## src/rtl/fib_pkg.sv

```systemverilog
// rtl/fib_pkg.sv - shared state encoding, ALU op codes and seed constant for the Fibonacci sequencer
package fib_pkg;

  // Sequencer states; the numeric encoding is visible on debug taps, so it is pinned here.
  typedef enum logic [2:0] {
    ST_IDLE  = 3'd0,
    ST_LOAD0 = 3'd1,
    ST_LOAD1 = 3'd2,
    ST_ADD   = 3'd3,
    ST_STORE = 3'd4,
    ST_DONE  = 3'd5
  } fib_state_e;

  // ALU operation codes understood by the datapath.
  localparam logic [1:0] ALU_ADD = 2'b00;
  localparam logic [1:0] ALU_OR  = 2'b01;

  // Both seed registers r0 and r1 are loaded with this immediate.
  localparam logic [15:0] FIB_SEED = 16'd1;

  // True for every state in which the sequencer is actively issuing work.
  function automatic logic state_is_busy(input fib_state_e st);
    return (st == ST_LOAD0) || (st == ST_LOAD1) || (st == ST_ADD) || (st == ST_STORE);
  endfunction

endpackage

```

## src/rtl/fib_op_decode.sv

```systemverilog
// rtl/fib_op_decode.sv - maps sequencer state and counters onto register file, ALU and memory controls
module fib_op_decode
  import fib_pkg::*;
#(
  parameter int NUM_REGS  = 16,
  parameter int REG_AW    = 4,
  parameter int ADDR_W    = 15,
  parameter int BASE_ADDR = 0
) (
  input  fib_state_e          state,
  input  logic [REG_AW-1:0]   k,
  input  logic [REG_AW-1:0]   s,
  input  logic                stall,
  output logic [REG_AW-1:0]   ra_addr,
  output logic [REG_AW-1:0]   rb_addr,
  output logic [REG_AW-1:0]   wr_addr,
  output logic                wr_en,
  output logic                imm_sel,
  output logic [15:0]         imm,
  output logic [1:0]          alu_op,
  output logic [ADDR_W-1:0]   mem_addr,
  output logic                mem_we,
  output logic                busy,
  output logic                done
);

  localparam logic [REG_AW-1:0] ONE    = REG_AW'(1);
  localparam logic [REG_AW-1:0] TWO    = REG_AW'(2);
  localparam logic [REG_AW-1:0] LAST   = REG_AW'(NUM_REGS - 1);
  localparam logic [ADDR_W-1:0] BASE_A = ADDR_W'(BASE_ADDR);

  // Write strobes before the stall mask; addresses are never masked so they hold through a stall.
  logic wr_pre;
  logic mem_pre;

  // Moore decode of the micro-operation issued in the current state.
  always_comb begin
    ra_addr  = '0;
    rb_addr  = '0;
    wr_addr  = '0;
    wr_pre   = 1'b0;
    imm_sel  = 1'b0;
    imm      = '0;
    alu_op   = ALU_ADD;
    mem_addr = '0;
    mem_pre  = 1'b0;
    unique case (state)
      ST_LOAD0: begin
        wr_addr = '0;
        imm_sel = 1'b1;
        imm     = FIB_SEED;
        wr_pre  = 1'b1;
      end
      ST_LOAD1: begin
        wr_addr = ONE;
        imm_sel = 1'b1;
        imm     = FIB_SEED;
        wr_pre  = 1'b1;
      end
      ST_ADD: begin
        ra_addr = k - ONE;
        rb_addr = k - TWO;
        wr_addr = k;
        alu_op  = ALU_ADD;
        wr_pre  = 1'b1;
      end
      ST_STORE: begin
        // Address wraps modulo 2^ADDR_W so a base near the top of memory rolls over to 0.
        ra_addr  = s;
        mem_addr = BASE_A + ADDR_W'(s);
        mem_pre  = 1'b1;
      end
      ST_DONE: begin
        // Parked NOP: r(last) = r(last) | r(last), with the write itself suppressed.
        ra_addr = LAST;
        rb_addr = LAST;
        wr_addr = LAST;
        alu_op  = ALU_OR;
      end
      default: begin
      end
    endcase
  end

  // A stalled cycle must not commit anything to the register file or memory.
  assign wr_en  = wr_pre & ~stall;
  assign mem_we = mem_pre & ~stall;

  assign busy = state_is_busy(state);
  assign done = (state == ST_DONE);

endmodule

```

## src/rtl/fib_seq_controller.sv

```systemverilog
// rtl/fib_seq_controller.sv - Fibonacci demo sequencer: seed, accumulate and store the register file
module fib_seq_controller
  import fib_pkg::*;
#(
  parameter int NUM_REGS  = 16,
  parameter int REG_AW    = 4,
  parameter int ADDR_W    = 15,
  parameter int BASE_ADDR = 0
) (
  input  logic                clk,
  input  logic                clr,
  input  logic                start,
  input  logic                stall,
  output logic [REG_AW-1:0]   ra_addr,
  output logic [REG_AW-1:0]   rb_addr,
  output logic [REG_AW-1:0]   wr_addr,
  output logic                wr_en,
  output logic                imm_sel,
  output logic [15:0]         imm,
  output logic [1:0]          alu_op,
  output logic [ADDR_W-1:0]   mem_addr,
  output logic                mem_we,
  output logic                busy,
  output logic                done
);

  localparam logic [REG_AW-1:0] LAST    = REG_AW'(NUM_REGS - 1);
  localparam logic [REG_AW-1:0] K_FIRST = REG_AW'(2);
  localparam logic [REG_AW-1:0] ONE     = REG_AW'(1);

  fib_state_e        state;
  logic [REG_AW-1:0] k;
  logic [REG_AW-1:0] s;

  // Sequencer: one micro-op per cycle, frozen by stall, restartable only from IDLE or DONE.
  always_ff @(posedge clk) begin
    if (clr) begin
      state <= ST_IDLE;
      k     <= K_FIRST;
      s     <= '0;
    end else if (!stall) begin
      unique case (state)
        ST_IDLE: begin
          if (start) state <= ST_LOAD0;
        end
        ST_LOAD0: begin
          state <= ST_LOAD1;
        end
        ST_LOAD1: begin
          state <= ST_ADD;
          k     <= K_FIRST;
        end
        ST_ADD: begin
          if (k == LAST) begin
            state <= ST_STORE;
            s     <= '0;
          end else begin
            k <= k + ONE;
          end
        end
        ST_STORE: begin
          if (s == LAST) state <= ST_DONE;
          else           s     <= s + ONE;
        end
        ST_DONE: begin
          if (start) state <= ST_LOAD0;
        end
        default: begin
          state <= ST_IDLE;
        end
      endcase
    end
  end

  fib_op_decode #(
    .NUM_REGS (NUM_REGS),
    .REG_AW   (REG_AW),
    .ADDR_W   (ADDR_W),
    .BASE_ADDR(BASE_ADDR)
  ) u_decode (
    .state   (state),
    .k       (k),
    .s       (s),
    .stall   (stall),
    .ra_addr (ra_addr),
    .rb_addr (rb_addr),
    .wr_addr (wr_addr),
    .wr_en   (wr_en),
    .imm_sel (imm_sel),
    .imm     (imm),
    .alu_op  (alu_op),
    .mem_addr(mem_addr),
    .mem_we  (mem_we),
    .busy    (busy),
    .done    (done)
  );

endmodule

```

## config.mk

```make
export PLATFORM = sky130hd
export DESIGN_NAME = fib_seq_controller
export DESIGN_NICKNAME = d
export VERILOG_FILES = /design/src/rtl/fib_pkg.sv /design/src/rtl/fib_op_decode.sv /design/src/rtl/fib_seq_controller.sv
export SDC_FILE = /design/constraint.sdc
export NUM_CORES = 1
export LEC_CHECK = 0
export CORE_UTILIZATION = 35
export CTS_CLUSTER_DIAMETER = 40
export DETAILED_ROUTE_END_ITERATION = 16
export PLACE_DENSITY = 0.82
export SLEW_MARGIN = 20
export SYNTH_ARGS = -nofsm -noshare
export SYNTH_HDL_FRONTEND = slang
export SYNTH_HIERARCHICAL = 1
export SYNTH_SLANG_ARGS = --single-unit
```

## constraint.sdc

```tcl
create_clock -name clk -period 1.6 [get_ports clk]
set_input_delay 0.16 -clock clk [delete_from_list [all_inputs] [get_ports clk]]
set_output_delay 0.16 -clock clk [all_outputs]
set_load 0.02 [all_outputs]
```

==> flow_summary.ini <==
[run_status]
status = finished with violations
violations = negative setup slack

[yosys]
synth_top_area_share = 0.190
synth_top_family_by_area = simple AND/OR/NAND/NOR gates
synthArstFlopShare = 0
synth_compound_area_frac = 0.186
synth_common_cells = buf_4, a21oi_1, nor2_1, dfxtp_1, nand2_1
synth_most_common_cell = buf_4
synth.largest_area_cell = buf_4
synthesis.area_mm2 = 0.00123
synth_warnings = 6
yosys_register_bits = 11
avgSynthCellArea_um2 = 7.67
synth.area.mux_share = 0
post_synth_and_or_nand_nor_area_fraction = 0.295
synthAdderAreaFrac = 0.0510
synth_cell_types = 47
syn_inst = 160
ys_top_cells_by_area = buf_4, dfxtp_1, a21oi_1, ha_1, nor2_1
synth_xor_area_frac = 0.0357
synth_edf_count = 0
ys_seq_area_frac = 0.179
synth-main-ff-cell = dfxtp_1

[critical_path]
end_kind = register
path_class = register to register
cp-start-kind = register
arrival_ns = 1.89
cp.required_ns = 1.81
crit_fanout = 3

[floorplan]
ios = 54
die_h_um = 61.2
chipWidth_um = 61.2
die_area_mm2 = 0.00375
initial_utilization = 0.368
num_rows = 21
core-area_mm2 = 0.00334

[timing]
hold_viol_final = 0
slew_viol_final = 0
fin_crit_sh = 1.05
timing.final.crit_period_ns = 1.68
fmax_ghz = 0.593
setup_viol = 3
tns_ns = -0.138
rsz0062_at_grt = yes
setup_ws_ns = -0.0849
clock_skew_ns = 0.00258

[drt]
via_per_inst = 4.73
vias = 1202
wirelength_um = 2930
drt_iter0_drc = 43
first_pass_iters = 4
wl_per_cell_um = 11.5
drc_errors = 0
antenna_left = 0

[layout]
layout-drive-gt1-share = 0.404
area_delta_synth_final_pct = 37.5
nets = 218
n_antenna_cell = 0

[placed_design]
routabilityCongestion = 0.840
post-place-ws_ns = -0.297
hpwlAfterDp_um = 2050
port_buffers = 26

[grt]
antenna_found_initial = 0
grt_max_degree = 17
globalRouteOverflowTotal = 0
grt_pass1_wl_um = 4150
grt_pass1_vias = 960
grt_usage = 0.151

[clock_network]
clk_pin_slew_ns = 0.07
cts_tree = done
numCtsBuffers = 3
cts_sinks = 11
clock_latency_ns = 0.28
clockBufferDepth = 2
cts_max_level = 1
cts_root_buf = clkbuf_4

[power_and_ir_drop]
peakVddDrop_mv = 0.163
p_leak_nw = 0.712
powerDensity_mw_per_mm2 = 417
power.total_mw = 0.704

[run]
maxCapViolCount = 0

[hold_path]
hold_class = register to register
==> layout by cell type (no fill, tap or decap), drive strengths merged, types with 3 or more instances in the layout <==
cell type,n
inv,4
nand2,9
clkdlybuf4s15,4
buf,45
nor2,13
a21oi,17
o22ai,3
nand2b,5
nand3,3
o21ai,6
dfxtp,11
dlygate4sd2,3
clkdlybuf4s50,3
conb,27
and2,5
nor2b,3
ha,5
o31ai,3
clkbuf,5
or3,5
xnor2,4
nor3,4
==> what timing repair did <==
action	CTS	global route
buffers inserted	1	4
hold buffers	0	0
pin swaps	7	10
hold endpoints to repair	0	0
resized for setup	80	39
endpoints found under the setup margin	27	24
==> routing by layer <==
layer	share of wire	vias up	track usage
li1	-	599	-
met1	0.42	548	0.174
met2	0.50	48	0.261
met3	0.056	7	0.0315
met4	0.023	0	0.0812
met5	0	-	0
==> final cells by class <==
cell class	instances	area [um2]
Clock buffer	4	26.3
Fill cell	325	1650
Inverter	4	15.0
Multi-Input combinational cell	133	902
Sequential cell	11	229
Tap cell	46	57.6
Timing Repair Buffer	56	458
==> final timing paths <==
check,startpoint,to,slack (ns),cells past startpoint
hold / removal,s[1],s[1],0.54,2
hold reg to reg,s[1],s[1],0.54,2
setup reg to reg,k[1],k[0],-0.08,6
setup / recovery,k[1],k[0],-0.08,6
==> registers in the layout (all words and copies together) (netlist names) <==
| register | count |
|---|---|
| k | 4 |
| s | 4 |
| state | 3 |
==> logic make-up after synthesis <==
kind of cell,after synthesis
AO/OA/AOI/OAI,37
XOR/XNOR,5
adder cells (fa/ha/maj),5
buffers and inverters,42
flip-flops,11
other,1
AND/OR/NAND/NOR,59
==> critical path: stages (launching register included) <==
cell	delay (ns)
dfxtp_2	0.33
buf_6	0.12
ha_4	0.15
and4_4	0.16
or3_4	0.39
or3_4	0.34
a21oi_2	0.12
==> report_power, final <==
group          total [mW]  internal (mW)  switching, mW
logic               0.224         0.0776          0.147
clock network       0.198         0.0968          0.101
registers           0.281          0.277        0.00476
==> through the flow <==
step                utilization  hold slack, ns  area, um2  cells
CTS                       0.474           0.527       1580    250
finish                    0.506           0.535       1690    254
global route              0.506           0.557       1690    254
global placement          0.466           0.515       1560    245
detailed placement        0.466           0.514       1560    245
floorplan                     -           0.263       1330    186
No activity file was read; power rests on OpenSTA's default activity.
